--- src/rtl/mem_arbiter_pkg.sv ---
// Shared encodings for the data-memory arbiter: access width codes, FSM states and
// the alignment rule applied before a request may reach memory.
package mem_arbiter_pkg;

    localparam logic MEM_OP_WORD = 1'b0;
    localparam logic MEM_OP_BYTE = 1'b1;

    typedef enum logic [2:0] {
        ARB_IDLE   = 3'd0,
        ARB_ARB    = 3'd1,
        ARB_ACCESS = 3'd2,
        ARB_RESP   = 3'd3,
        ARB_ERR    = 3'd4
    } arb_state_e;

    // Only word accesses carry an alignment requirement; bytes may sit on any lane.
    function automatic logic is_misaligned(input logic op, input logic [1:0] addr_lo);
        return (op == MEM_OP_WORD) && (addr_lo != 2'b00);
    endfunction

endpackage

--- src/rtl/mem_arbiter_arb_rr2.sv ---
// Two-way winner selection: round-robin on ties, or port 0 always wins when FIXED_PRIO != 0.
// Holds the last_owner register that steers the round-robin tie-break.
module mem_arbiter_arb_rr2 #(
    parameter int unsigned FIXED_PRIO = 0
) (
    input  logic       clk,
    input  logic       reset,
    input  logic [1:0] req,
    input  logic       update,
    input  logic       owner,
    output logic       winner
);

    logic last_owner_q;

    // Reset to 1 so that port 0 takes the first tie after reset.
    always_ff @(posedge clk or posedge reset) begin
        if (reset) begin
            last_owner_q <= 1'b1;
        end else if (update) begin
            last_owner_q <= owner;
        end
    end

    always_comb begin
        winner = 1'b0;
        unique case (req)
            2'b01:   winner = 1'b0;
            2'b10:   winner = 1'b1;
            2'b11:   winner = (FIXED_PRIO != 0) ? 1'b0 : ~last_owner_q;
            default: winner = 1'b0;
        endcase
    end

endmodule

--- src/rtl/mem_arbiter.sv ---
// Shares the single data-memory port between the CPU data path (port 0) and a DMA master
// (port 1); one transaction at a time, arbitrated in IDLE and sequenced by a fixed-latency FSM.
module mem_arbiter
    import mem_arbiter_pkg::*;
#(
    parameter int unsigned ADDR_W     = 32,
    parameter int unsigned DATA_W     = 32,
    parameter int unsigned MEM_LAT    = 1,
    parameter int unsigned FIXED_PRIO = 0
) (
    input  logic              clk,
    input  logic              reset,

    input  logic              m0_req,
    input  logic              m0_we,
    input  logic              m0_op,
    input  logic [ADDR_W-1:0] m0_addr,
    input  logic [DATA_W-1:0] m0_wdata,
    output logic              m0_gnt,
    output logic              m0_done,
    output logic              m0_err,
    output logic [DATA_W-1:0] m0_rdata,

    input  logic              m1_req,
    input  logic              m1_we,
    input  logic              m1_op,
    input  logic [ADDR_W-1:0] m1_addr,
    input  logic [DATA_W-1:0] m1_wdata,
    output logic              m1_gnt,
    output logic              m1_done,
    output logic              m1_err,
    output logic [DATA_W-1:0] m1_rdata,

    output logic              mem_en,
    output logic              mem_we,
    output logic              mem_op,
    output logic [ADDR_W-1:0] mem_addr,
    output logic [DATA_W-1:0] mem_wdata,
    input  logic [DATA_W-1:0] mem_rdata
);

    localparam int unsigned CntW = (MEM_LAT > 1) ? $clog2(MEM_LAT) : 1;

    arb_state_e        state_q, state_d;
    logic [CntW-1:0]   cnt_q, cnt_d;
    logic              owner_q;
    logic              winner;
    logic              we_q, op_q;
    logic [ADDR_W-1:0] addr_q;
    logic [DATA_W-1:0] wdata_q;
    logic [DATA_W-1:0] rdata0_q, rdata1_q;
    logic              latch, capture, owner_update;
    logic              gnt_any, done_any, err_any;

    mem_arbiter_arb_rr2 #(
        .FIXED_PRIO(FIXED_PRIO)
    ) u_arb (
        .clk   (clk),
        .reset (reset),
        .req   ({m1_req, m0_req}),
        .update(owner_update),
        .owner (owner_q),
        .winner(winner)
    );

    always_ff @(posedge clk or posedge reset) begin
        if (reset) begin
            state_q <= ARB_IDLE;
            cnt_q   <= '0;
        end else begin
            state_q <= state_d;
            cnt_q   <= cnt_d;
        end
    end

    always_comb begin
        state_d      = state_q;
        cnt_d        = cnt_q;
        latch        = 1'b0;
        capture      = 1'b0;
        owner_update = 1'b0;
        gnt_any      = 1'b0;
        done_any     = 1'b0;
        err_any      = 1'b0;
        mem_en       = 1'b0;
        unique case (state_q)
            ARB_IDLE: begin
                if (m0_req || m1_req) begin
                    latch   = 1'b1;
                    state_d = ARB_ARB;
                end
            end
            ARB_ARB: begin
                gnt_any = 1'b1;
                if (is_misaligned(op_q, addr_q[1:0])) begin
                    state_d = ARB_ERR;
                end else begin
                    cnt_d   = CntW'(MEM_LAT - 1);
                    state_d = ARB_ACCESS;
                end
            end
            ARB_ACCESS: begin
                gnt_any = 1'b1;
                mem_en  = 1'b1;
                if (cnt_q == '0) begin
                    capture = ~we_q;
                    state_d = ARB_RESP;
                end else begin
                    cnt_d = cnt_q - CntW'(1);
                end
            end
            ARB_RESP: begin
                gnt_any      = 1'b1;
                done_any     = 1'b1;
                owner_update = 1'b1;
                state_d      = ARB_IDLE;
            end
            ARB_ERR: begin
                gnt_any      = 1'b1;
                done_any     = 1'b1;
                err_any      = 1'b1;
                owner_update = 1'b1;
                state_d      = ARB_IDLE;
            end
            default: state_d = ARB_IDLE;
        endcase
    end

    // Request fields are captured only when leaving IDLE; later input changes are ignored.
    always_ff @(posedge clk or posedge reset) begin
        if (reset) begin
            owner_q <= 1'b0;
            we_q    <= 1'b0;
            op_q    <= 1'b0;
            addr_q  <= '0;
            wdata_q <= '0;
        end else if (latch) begin
            owner_q <= winner;
            we_q    <= winner ? m1_we    : m0_we;
            op_q    <= winner ? m1_op    : m0_op;
            addr_q  <= winner ? m1_addr  : m0_addr;
            wdata_q <= winner ? m1_wdata : m0_wdata;
        end
    end

    always_ff @(posedge clk or posedge reset) begin
        if (reset) begin
            rdata0_q <= '0;
            rdata1_q <= '0;
        end else if (capture) begin
            if (owner_q) begin
                rdata1_q <= mem_rdata;
            end else begin
                rdata0_q <= mem_rdata;
            end
        end
    end

    assign m0_gnt   = gnt_any  & ~owner_q;
    assign m1_gnt   = gnt_any  &  owner_q;
    assign m0_done  = done_any & ~owner_q;
    assign m1_done  = done_any &  owner_q;
    assign m0_err   = err_any  & ~owner_q;
    assign m1_err   = err_any  &  owner_q;
    assign m0_rdata = rdata0_q;
    assign m1_rdata = rdata1_q;

    assign mem_we    = mem_en & we_q;
    assign mem_op    = op_q;
    assign mem_addr  = addr_q;
    assign mem_wdata = wdata_q;

endmodule

--- config.mk ---
export PLATFORM = sky130hd
export DESIGN_NAME = mem_arbiter
export DESIGN_NICKNAME = d
export VERILOG_FILES = /design/src/rtl/mem_arbiter_pkg.sv /design/src/rtl/mem_arbiter_arb_rr2.sv /design/src/rtl/mem_arbiter.sv
export SDC_FILE = /design/constraint.sdc
export NUM_CORES = 1
export LEC_CHECK = 0
export CORE_MARGIN = 1
export CORE_UTILIZATION = 36
export DETAILED_ROUTE_END_ITERATION = 7
export PLACE_DENSITY = 0.85
export REMOVE_ABC_BUFFERS = 1
export SYNTH_ARGS = -nofsm -noshare
export SYNTH_HDL_FRONTEND = slang
export SYNTH_SLANG_ARGS = --single-unit
--- constraint.sdc ---
create_clock -name clk -period 4.35 [get_ports clk]
set_input_delay 0.6525 -clock clk [delete_from_list [all_inputs] [get_ports clk]]
set_output_delay 0.6525 -clock clk [all_outputs]
set_load 0.005 [all_outputs]
==> run summary <==
status: complete, no violations
Clock Sink Count: 135
initial antenna violation count: 1
power per cell area: 705 nW/um^2
cell-internal power: 4.73 mW
Sum Neg Setup Slack: 0 ns
Logic pwr share: 44.1%
CP required: 3.70 ns
post-synthesis mux area share: 12.7%
Post-synth EDFFs: 0
share of post-route cells with drive strength above 1: 23.6%
Yosys top cell by area: dfrtp_1
IO Pins: 305
vias per cell: 5.12
Core ar.: 15,300 um^2
post-placement setup slack: 1.58 ns
area delta synth->final: 66.0%
# Post-CTS Setup Buffers: 0
CTS Hold Bufs: 0
CTS Buf Count: 17
CTS max path bufs: 2
grt ovf: 0
fin crit share: 68.9%
largest family of logic cells by synthesized area: compound AO/OA/AOI/OAI gates
H-tree Lvls: 4
ys async rst share: 100%
sw frac: 29.0%
total placed cells including tap cells: 890
CTS tree: yes
via count: 4,718
Post-Synth Simple-Gate Area: 10.5%
Psw: 1.94 mW
Hold Path Class: reg -> reg
final slew viol count: 0
final setup fails: 0
initial DRC count: 164
WL/cell: 18.5 um
synth unique cells: 32
DP Wirelength: 12.3 mm
post-route ant nets: 0
worst clock skew: 0.00794 ns
CTS resizes: 0
Compound-Gate Fraction of Synth Area: 14.1%
wirelength, routed: 17.0 mm
first-pass GRT wire length: 25.9 mm
Post-Syn Area: 5690 um^2
Root Driver: clkbuf_16
number of global-route vias before repair: 4,880
Primary FF master, synth: dfrtp_1
Max Cap Violations: 0
top cells by area, synth: dfrtp_1 59%, o221a_2 13%, mux2_2 12%, or3_1 7.3%, clkbuf_1 1.4%
Worst-Margin Slew: 1.02 ns
Pre-antenna DRT Iters: 5
Worst setup SP type: register
Critical Path Sink Type: output pin
synthesized instance count: 409
Starting Density: 37.2%
IO Port Bufs: 304
Die X: 128 um
Seq/Total Area, Yosys: 59.4%
unrepaired setup endpoints after global routing: no
delay of the slowest critical-path stage: 0.59 ns
fin nets: 866
FF+latch count, synth: 135
Max-slew headroom: 32.2%
worst-skew pair later-pin latency: 0.41 ns
GP Congestion: 0.761
fmax: 334 MHz
Leak Pwr: 3.68 nW
Non-Filler Instances: 921
worst ir drop on vdd: 299 uV
Critical Path Slowest Stage Cell: dfrtp_1
critical path type: reg -> out
final hold violation count: 0
clock transition at the registers of the reported paths: 0.05 ns
setup ws final: 1.35 ns
worst path cell trace: or3_4, and3_1, clkdlybuf4s50_1
Critical Path AT: 2.34 ns
Die Y: 128 um
Flop pwr share: 34.7%
gr usage total: 21.1%
Yosys top cell area share: 58.9%
area post-placement: 8870 um^2
Total Power: 6.67 mW
clock share of power: 21.2%
Post-Synth Adder-Cell Area: 0%
Final min period: 3.00 ns
crit-path leading delay family: simple AND/OR/NAND/NOR gates
xor-xnor portion of the synthesized cell area: 0%
Final Cell Area: 9450 um^2
largest net degree at the start of global routing: 113
Buf/Inv on CP: 1
Ys Warns: 0
die area: 16,300 um^2
mean post-synth cell area: 13.9 um^2
DRC Markers: 0
CP max FO: 69
row count: 45
Layout fillers: 1,175
[area by class of cell]
type	instances	area [um^2]	share of cell area (%)
flip-flops and latches	135	3380	35.8
multi-input cells	233	2130	22.6
clock inverters	8	125	1.32
diodes	1	2.50	0.0265
inverters	2	12.5	0.132
well taps	211	264	2.79
clock buffers	22	454	4.81
repair buffers	309	3080	32.6
[per-stage QoR]
stage	utilization (%)	hold WS (ns)
floorplan	-	0.483
global placement	57.9	0.471
detailed placement	57.9	0.475
CTS	61.7	0.488
global route	61.7	0.514
finish	61.7	0.490
[flip-flops by register name, summed over array words and instances (netlist names), 3 cells and up]
| register | count |
|---|---|
| m0_rdata | 32 |
| m1_rdata | 32 |
| mem_addr | 32 |
| mem_wdata | 32 |
| state_q | 3 |
[routing by layer]
metal	track usage [%]	routed length, um
met1	24.1	6650
met4	9.27	423
met5	0	0
met3	5.47	1260
met2	37.1	8690
[synthesized netlist by cell type, types with 3 or more instances]
| cell | instances |
|---|---|
| buf_4 | 3 |
| and3_1 | 4 |
| or3_1 | 66 |
| o21ai_0 | 3 |
| dfrtp_1 | 134 |
| nor2_1 | 4 |
| nor3_1 | 3 |
| buf_1 | 3 |
| and2_1 | 3 |
| o221a_2 | 66 |
| mux2_2 | 62 |
| buf_2 | 10 |
| clkbuf_1 | 21 |
[power groups by stage]
stage,Combinational (mW),Clock [mW],Sequential [mW]
after floorplan,1.17,0,2.29
after global placement,2.87,0,2.28
after detailed placement,2.97,0,2.30
after CTS,2.97,1.44,2.32
after global routing,3.16,1.51,2.39
final,2.94,1.42,2.31
[cells in the final DEF, fill, tap and decap left out, types with 3 or more instances in the layout]
cell type and count:
o221a_2 66, nor3_1 3, clkdlybuf4s50_1 304, clkbuf_16 17, buf_4 5, o21ai_0 3, nor2_1 4, dfrtp_1 134
bufinv_16 3, and3_1 4, or3_1 66, mux2_2 62, clkbuf_1 4
[cell families (layout without fill, tap and decap cells)]
group | count (synthesis) | in the layout
buffers and inverters | 41 | 341
other | 0 | 1
AND/OR/NAND/NOR | 94 | 94
flip-flops | 135 | 135
AO/OA/AOI/OAI | 75 | 75
multiplexers | 64 | 64
[path summary, 6_finish.rpt]
kind / endpoint / start / cells after the start / slack, ns
setup reg to reg: mem_wdata[30] / state_q[2] / 4 / 2.00
hold reg to reg: m0_rdata[16] / m0_rdata[16] / 1 / 0.49
max in group asynchronous: mem_wdata[1] / reset / 3 / 2.58
hold / removal: m0_rdata[16] / m0_rdata[16] / 1 / 0.49
min in group asynchronous: m1_rdata[8] / reset / 2 / 0.87
setup / recovery: m1_gnt / state_q[2] / 3 / 1.35
Note: power is estimated with default switching activity, not from simulation.
